--- src/rtl/fetch_decode_queue_pkg.sv ---
// Shared types and constants for the fetch-to-decode instruction queue.
package pipeline_pkg;

    localparam logic [31:0] NOP_INSTR = 32'h00000013;
    localparam int          WORD_W    = 32;
    localparam int          PC_W      = 32;

    typedef struct packed {
        logic [WORD_W-1:0] instr;
        logic [PC_W-1:0]   pc;
        logic [PC_W-1:0]   pcplus4;
    } fetch_entry_t;

endpackage

--- src/rtl/fetch_decode_queue_if.sv ---
// Fetch-side and decode-side signals of the instruction queue.
// Handshake: an entry moves only when its valid is high and the receiver's stall is low
// on the same rising edge; flushD overrides both directions and empties the queue.
interface fetch_decode_queue_if #(
    parameter int counter_width = 32,
    parameter int word_width    = 32,
    parameter int depth         = 4
);
    logic                         validF;
    logic [word_width-1:0]        InstrF;
    logic [counter_width-1:0]     PCF;
    logic [counter_width-1:0]     PCPlus4F;
    logic                         stallF;
    logic                         validD;
    logic [word_width-1:0]        InstrD;
    logic [counter_width-1:0]     PCD;
    logic [counter_width-1:0]     PCPlus4D;
    logic                         stallD;
    logic                         flushD;
    logic [$clog2(depth+1)-1:0]   countQ;

    modport master (
        output validF, InstrF, PCF, PCPlus4F, stallD, flushD,
        input  stallF, validD, InstrD, PCD, PCPlus4D, countQ
    );

    modport slave (
        input  validF, InstrF, PCF, PCPlus4F, stallD, flushD,
        output stallF, validD, InstrD, PCD, PCPlus4D, countQ
    );
endinterface

--- src/rtl/fetch_decode_queue_mem.sv ---
// Queue storage: register array with one synchronous write and one asynchronous read port.
module fetch_queue_mem
    import pipeline_pkg::*;
#(
    parameter int  depth   = 4,
    parameter type entry_t = fetch_entry_t
) (
    input  logic                     clk,
    input  logic                     i_we,
    input  logic [$clog2(depth)-1:0] i_waddr,
    input  entry_t                   i_wdata,
    input  logic [$clog2(depth)-1:0] i_raddr,
    output entry_t                   o_rdata
);

    // No reset: stale contents are hidden by the occupancy-derived valid.
    entry_t r_mem [depth];

    always_ff @(posedge clk) begin
        if (i_we) r_mem[i_waddr] <= i_wdata;
    end

    assign o_rdata = r_mem[i_raddr];

endmodule

--- src/rtl/fetch_decode_queue.sv ---
// Instruction FIFO between fetch and decode: absorbs decode stalls, back-pressures fetch
// when full, and empties on a taken branch/jump from execute.
module fetch_decode_queue
    import pipeline_pkg::*;
#(
    parameter int counter_width = 32,
    parameter int word_width    = 32,
    parameter int depth         = 4
) (
    input  logic                   clk,
    input  logic                   reset,
    fetch_decode_queue_if.slave    bus
);

    localparam int PTR_W = $clog2(depth);
    localparam int CNT_W = $clog2(depth+1);

    typedef struct packed {
        logic [word_width-1:0]    instr;
        logic [counter_width-1:0] pc;
        logic [counter_width-1:0] pcplus4;
    } q_entry_t;

    logic [PTR_W-1:0] r_rd_ptr;
    logic [PTR_W-1:0] r_wr_ptr;
    logic [CNT_W-1:0] r_count;

    logic     w_full;
    logic     w_valid;
    logic     w_enq;
    logic     w_deq;
    q_entry_t w_wr_entry;
    q_entry_t w_head;

    // Status comes only from the registered count, so fetch never sees a path from stallD.
    assign w_full  = (r_count == CNT_W'(depth));
    assign w_valid = (r_count != '0);

    assign w_enq = bus.validF && !w_full && !bus.flushD;
    assign w_deq = w_valid && !bus.stallD && !bus.flushD;

    assign w_wr_entry = '{instr: bus.InstrF, pc: bus.PCF, pcplus4: bus.PCPlus4F};

    always_ff @(posedge clk or negedge reset) begin
        if (!reset) begin
            r_rd_ptr <= '0;
            r_wr_ptr <= '0;
            r_count  <= '0;
        end else if (bus.flushD) begin
            r_rd_ptr <= '0;
            r_wr_ptr <= '0;
            r_count  <= '0;
        end else begin
            if (w_enq) r_wr_ptr <= r_wr_ptr + PTR_W'(1);
            if (w_deq) r_rd_ptr <= r_rd_ptr + PTR_W'(1);
            if (w_enq && !w_deq)      r_count <= r_count + CNT_W'(1);
            else if (!w_enq && w_deq) r_count <= r_count - CNT_W'(1);
        end
    end

    fetch_queue_mem #(
        .depth   (depth),
        .entry_t (q_entry_t)
    ) u_mem (
        .clk     (clk),
        .i_we    (w_enq),
        .i_waddr (r_wr_ptr),
        .i_wdata (w_wr_entry),
        .i_raddr (r_rd_ptr),
        .o_rdata (w_head)
    );

    assign bus.stallF   = w_full;
    assign bus.validD   = w_valid;
    assign bus.countQ   = r_count;
    assign bus.InstrD   = w_valid ? w_head.instr   : word_width'(NOP_INSTR);
    assign bus.PCD      = w_valid ? w_head.pc      : '0;
    assign bus.PCPlus4D = w_valid ? w_head.pcplus4 : '0;

endmodule

--- src/flat_wrapper.sv ---
// flat-port wrapper written by rule: the top's interface ports become plain ports
module fetch_decode_queue_flat import pipeline_pkg::*;
#(
    parameter int counter_width = 32,
    parameter int word_width    = 32,
    parameter int depth         = 4
)
  (clk, reset, bus_validF, bus_InstrF, bus_PCF, bus_PCPlus4F, bus_stallD, bus_flushD, bus_stallF, bus_validD, bus_InstrD, bus_PCD, bus_PCPlus4D, bus_countQ);
  fetch_decode_queue_if #(.counter_width(counter_width), .word_width(word_width), .depth(depth)) bus_i ();
  input  logic clk;
  input  logic reset;
  input wire logic [$bits(bus_i.validF)-1:0] bus_validF;
  input wire logic [$bits(bus_i.InstrF)-1:0] bus_InstrF;
  input wire logic [$bits(bus_i.PCF)-1:0] bus_PCF;
  input wire logic [$bits(bus_i.PCPlus4F)-1:0] bus_PCPlus4F;
  input wire logic [$bits(bus_i.stallD)-1:0] bus_stallD;
  input wire logic [$bits(bus_i.flushD)-1:0] bus_flushD;
  output wire logic [$bits(bus_i.stallF)-1:0] bus_stallF;
  output wire logic [$bits(bus_i.validD)-1:0] bus_validD;
  output wire logic [$bits(bus_i.InstrD)-1:0] bus_InstrD;
  output wire logic [$bits(bus_i.PCD)-1:0] bus_PCD;
  output wire logic [$bits(bus_i.PCPlus4D)-1:0] bus_PCPlus4D;
  output wire logic [$bits(bus_i.countQ)-1:0] bus_countQ;
  assign bus_i.validF = bus_validF;
  assign bus_i.InstrF = bus_InstrF;
  assign bus_i.PCF = bus_PCF;
  assign bus_i.PCPlus4F = bus_PCPlus4F;
  assign bus_i.stallD = bus_stallD;
  assign bus_i.flushD = bus_flushD;
  assign bus_stallF = bus_i.stallF;
  assign bus_validD = bus_i.validD;
  assign bus_InstrD = bus_i.InstrD;
  assign bus_PCD = bus_i.PCD;
  assign bus_PCPlus4D = bus_i.PCPlus4D;
  assign bus_countQ = bus_i.countQ;
  fetch_decode_queue #(.counter_width(counter_width), .word_width(word_width), .depth(depth)) u_core (.clk(clk), .reset(reset), .bus(bus_i));
endmodule
--- config.mk ---
export PLATFORM = sky130hd
export DESIGN_NAME = fetch_decode_queue_flat
export DESIGN_NICKNAME = d
export VERILOG_FILES = /design/src/rtl/fetch_decode_queue_pkg.sv /design/src/rtl/fetch_decode_queue_if.sv /design/src/rtl/fetch_decode_queue_mem.sv /design/src/rtl/fetch_decode_queue.sv /design/src/flat_wrapper.sv
export SDC_FILE = /design/constraint.sdc
export NUM_CORES = 1
export LEC_CHECK = 0
export ABC_AREA = 0
export CORE_ASPECT_RATIO = 1.25
export CORE_MARGIN = 10
export CORE_UTILIZATION = 30
export CTS_BUF_LIST = sky130_fd_sc_hd__clkbuf_2
export CTS_CLUSTER_SIZE = 28
export DETAILED_ROUTE_END_ITERATION = 8
export SLEW_MARGIN = 20
export SYNTH_ARGS = -nofsm -noshare
export SYNTH_HDL_FRONTEND = slang
export SYNTH_SLANG_ARGS = --single-unit
--- constraint.sdc ---
create_clock -name clk -period 3.2 [get_ports clk]
set_input_delay 0.64 -clock clk [delete_from_list [all_inputs] [get_ports clk]]
set_output_delay 0.64 -clock clk [all_outputs]
set_load 0.01 [all_outputs]
Yosys cells after proc, flatten, opt, wreduce, memory -nomap -nowiden
Memory sizes are Yosys's and may differ from the RTL's.
Index checks and enable logic that the tools add are counted.

storage, ports and cells
  register bits after elaboration = 7
  RAM bits = 384
  input bits = 101
  output and inout bits = 101
  logic and storage cells = 36
  memories kept = 1

cells by class
  add/subtract/negate cells = 4
  eq/ne operators = 1
  muxes and demuxes = 12
  reductions and logical operators = 15

memory list
  name                words  bits a word  rd ports  clocked after Yosys merged registers in  wr ports  RTL line                      RTL
  u_core.u_mem.r_mem  4      96           1         0                                        1         fetch_decode_queue_mem.sv:17  entry_t r_mem [depth];

operator list
  operator             count
  $mux 32              3
  $mux 3               3
  $mux 2               4
  $logic_and 1x1->1    6
  $reduce_bool 3->1    2
  $logic_not 1->1      5
  $add 2x1->2 const B  2
  $reduce_bool 2->1    2
  $add 3x1->3 const B  1
  $eq 3x3->1 const B   1
  $sub 3x1->3 const B  1
  $mux 1               2

Longest topological paths before layout
  depth after elaboration = 9
  gate-level depth with buffers = 8
  gate-level depth less buffers = 7

Modules after synthesis
A second synthesis with hierarchy kept.

second synthesis, totals
  cells, all modules = 674
  area, all modules = 15040.7 µm²

by module, submodules not included
  module              times used  cells an instance  area each (µm²)  sequential area each (µm²)
  fetch_queue_mem     1           506                13874.6          11531.1
  fetch_decode_queue  1           168                1166.1           175.2

Worst setup path after synthesis
Ideal clock, no wire load.

  path type = input to register
  start point = in bus_validF
  end point = mem u_core.u_mem.r_mem[0][0] in the netlist's numbering, enable pin
  library setup time = 466 ps
  arrival time = 3485 ps
  required time = 2734 ps
  slack = -751 ps
  cell stages on the path = 4
  path buffers = 1
  cell sequence = clkbuf_1 -> o31ai_4 -> nor2_1 -> and2_1

on the way
  cells in the longest elaborated chain, start to end = 4

ends and longest elaborated chain
  item                            RTL line                      RTL
  start, declared                 flat_wrapper.sv:12            input wire logic [$bits(bus_i.validF)-1:0] bus_validF;
  $logic_and 1x1->1 (2 in a row)  fetch_decode_queue.sv:39      assign w_enq = bus.validF && !w_full && !bus.flushD;
  $mux 1                          fetch_decode_queue_mem.sv:20  if (i_we) r_mem[i_waddr] <= i_wdata;
  $mux 1 (implied by the code)    fetch_decode_queue_mem.sv:20
  end, declared                   fetch_decode_queue_mem.sv:17

Every way passes these cells.

Worst setup path in the final report
  start point = reg u_core.r_rd_ptr[0]
  end point = out bus_InstrD[15]

on the way
  cells in the longest elaborated chain, start to end = 2

ends and longest elaborated chain
  item                    RTL line                  RTL
  start, declared         fetch_decode_queue.sv:24  logic [PTR_W-1:0] r_rd_ptr;
  start signal, assigned  fetch_decode_queue.sv:55  if (w_deq) r_rd_ptr <= r_rd_ptr + PTR_W'(1);
  $mem_v2 4x96            --
  $mux 32                 fetch_decode_queue.sv:76  assign bus.InstrD = w_valid ? w_head.instr : word_width'(NOP_INSTR);
  end, declared           flat_wrapper.sv:20        output wire logic [$bits(bus_i.InstrD)-1:0] bus_InstrD;

Every way passes these cells.

==> run summary <==
The H-tree generated during clock tree synthesis spans 3 levels. In the routed design, unresolved DRC markers number 0. STA classifies the critical path startpoint as a register.

The tools report the maximum operating frequency as 0.2953 GHz. Setup repair after global routing could not meet its margin everywhere. The count of endpoints failing setup in the final report was 86.

The share of the clock period used by the worst path came out at 105.8%. Across the VDD grid, the largest voltage drop is 0.0005184 V. The number of slew-limit violations in the final report is 0. For the clock sink count, the log shows 391. The synthesized netlist contains 29 unique library cells. The path class of the tightest hold or removal check is input pin to register. The logs give 71.17% for the remaining max-slew budget at the tightest pin and 0 for the number of maximum-capacitance constraint violations. Sequential cells were found to cover 77.99% of the synthesized design area. The final number of hold-violating endpoints was 0; the number of DRC markers in iteration 0 was 411.

The number of placed instances, taps included is 1505. Leakage power: 6.658 nW. The number of cells on the worst reg-to-reg path came out at 7. In this run the power density over the cells is 804.6 mW/mm^2. The tools report the pin count of the biggest net entering global routing as 63. From left edge to right edge, the die measures 220.1 um. The synthesized area is 0.01501 sq mm, and the antenna violation net count after detailed routing is 0. The multi-input combinational cells in the finished layout cover a total of 0.003278 sq mm. The worst setup path is captured at an output port. The maximum clock insertion buffer count is 3, and the average routed wire per standard cell is 20.61 um. The global-route usage over all layers is 12.09%, and the flip-flop and latch area is 0.01172 sq mm. The first global-routing pass estimated 53740 um of wire. The die covers 0.05944 sq mm.

From bottom edge to top edge, the die measures 270.1 um. Once placement finished, the instance area stood at 0.01801 sq mm. The clock reaches the later pin of the worst-skew pair after 0.99 ns.

The via count of the first global-routing pass was 8641. Before antenna repair, the detailed router went through 7 iterations. The run gives -0.1865 ns as the post-layout worst setup margin. Arrival time at the worst endpoint: 2.75 ns. After synthesis, the cell types taking the most area are edfxtp_1, mux4_2, and2_1, dfrtp_1, buf_2. The critical path goes through buf_12 -> buf_12 -> buf_16 -> mux4_2 -> and2_4 -> buf_6. The cell sitting at the root of the clock tree is a clkbuf_2. At the placement stage, the worst setup path has a slack of 0.3316 ns. TritonCTS built the clock tree. At the pin with the least slew margin, the transition time is 0.4324 ns.

At the end of routability-driven placement, the weighted congestion stood at 0.7128. For this run, the number of Yosys warnings is 0. The final layout contains 1094 nets. The region available for standard cell placement spans 0.04941 sq mm. The minimum clock period after layout works out to 3.386 ns. The average cell area after synthesis works out to 22.40 sq um. The final reports fail on setup timing. In the layout the commonest cells are edfxtp_1, clkbuf_2, clkdlybuf4s50_1. After clock tree synthesis, the clock-pin slew on the worst setup and hold paths is 0.10 ns. The tools report the worst hold slack across all endpoints as 0.2849 ns. The layout-stage area growth over the synthesis result was 30.77%.

In this run the core area contains 91 standard-cell rows. The cell seen most often among critical-path stages was buf_12. The critical path's largest stage delay is 0.55 ns, and the total number of vias is 7638. The count of input and output buffers is 201, and the total half-perimeter wirelength after legalization and detailed placement is 19770 um. For the total CTS buffers, the log shows 98.

Most frequent standard cell in the layout excluding fill and tap cells: edfxtp_1. The register-to-register path setup slack was 0.98 ns; the number of placed I/O pins was 202. The type of the worst setup path is register to output port.

For the worst clock skew, the log shows 0.06662 ns. In the routed layout, each cell is associated on average with a via count of 4.472. The synthesized design contains 391 register bits.

The slowest stage of the critical path belongs to the cell mux4_2. The total nets after synthesis came out at 776. The wire length after detailed routing is 35200 um, and the number of cells in the finished layout apart from fillers is 1708. The run gives 3 as the initial antenna violation count. The effective utilization at floorplan is 30.38%. The largest total area in the synthesized netlist belongs to edfxtp_1. The hold path depth is 1.

After layout, the design draws a total of 15.80 mW. For this run the aggregate overflow at the end of global routing stands at 0. In this run the worst path has a maximum fanout of 8. The finished cells cover 0.01963 sq mm.

After technology mapping, the gate count stands at 670. The flow ran to the end, but the final reports show violations. The filler cell count in the final layout is 4530. The fraction of layout cells with a size suffix above 1 works out to 44.35%.

For the worst setup path, the data required time is 2.56 ns. The top-area cell type share of the netlist area came out at 76.82%.
## where the power goes
part	total, mW	switching, mW	leakage, nW	internal (mW)
clock network	3.25	1.92	0.661	1.33
logic	6.48	2.76	2.42	3.72
registers	6.07	0.0931	3.57	5.97
## cells by family after synthesis
logic type | count (synthesis) | synth area share, %
adders and majority gates | 5 | 0.4668
buffers and inverters | 43 | 1.450
xor gates and xnor gates | 6 | 0.3501
muxes | 97 | 14.47
DFF | 391 | 77.99
and+or+nand+nor | 119 | 4.776
AOI/OAI and AO/OA | 9 | 0.5002
## synthesized netlist by cell type
cell type,n
edfxtp_1,384
and2_1,97
mux4_2,96
clkbuf_1,16
buf_2,15
nor2_1,9
dfrtp_1,7
inv_1,7
xnor2_1,5
ha_1,4
nor3_1,4
or2_1,3
a21oi_1,2
buf_6,2
buf_8,2
nand2_1,2
nor3b_1,2
o21ai_0,2
a311o_1,1
a31oi_1,1
buf_1,1
fa_1,1
mux2i_1,1
nand3_1,1
nor3_2,1
o21a_1,1
o311a_1,1
o31ai_4,1
xor2_1,1
## stage by stage
step	utilization [%]	TNS, ns
floorplan	-	0
global placement	36.44	0
detailed placement	36.44	0
CTS	39.18	-39.23
global route	39.73	-32.31
finish	39.73	-8.765
## worst paths after layout
check,from,endpoint
worst max register to register,u_core.bus.countQ[1],u_core.bus.countQ[1]
worst min-delay path,bus_PCPlus4F[18],u_core.u_mem.r_mem[3][18]
worst max-delay path,u_core.r_rd_ptr[0],bus_InstrD[15]
worst min register to register,u_core.r_wr_ptr[1],u_core.r_wr_ptr[1]
max in group asynchronous,reset,u_core.r_rd_ptr[0]
min in group asynchronous,reset,u_core.bus.countQ[2]
## repair_timing
item | CTS | global route
setup endpoints to repair | 98 | 96
hold buffers | 9 | 0
pin swaps | 2 | 1
endpoints found under the hold margin | 26 | 0
gates cloned | 13 | 0
buffers inserted | 13 | 2
gates resized for setup | 493 | 75
## critical path, delay by kind of cell, from the launching register on
family,cells,cell delay (ns)
buf+inv,4,0.56
flops,1,0.46
mux,1,0.55
simple gates,1,0.19
## per-layer routing
| metal | vias to the layer above | wire length [um] | global-route usage (%) |
|---|---|---|---|
| li1 | 3430 | - | - |
| met5 | - | 11 | 0 |
| met3 | 52 | 2419 | 4.212 |
| met4 | 2 | 692 | 4.476 |
| met2 | 237 | 17360 | 19.47 |
| met1 | 3917 | 14710 | 14.65 |
## registers in the layout, indices dropped and copies added (netlist names)
register,cells
u_core.r_rd_ptr,2
u_core.r_wr_ptr,2
u_core.bus.countQ,3
u_core.u_mem.r_mem,384
## cell type report
cell class | instances | area share (%)
Inverter | 7 | 0.1402
Clock inverter | 24 | 0.7776
Timing Repair Buffer | 254 | 14.90
Sequential cell | 391 | 59.68
Tap cell | 651 | 4.149
Multi-Input combinational cell | 236 | 16.70
Antenna cell | 4 | 0.05099
Clock buffer | 141 | 3.595
(Power assumes the default switching activity.)
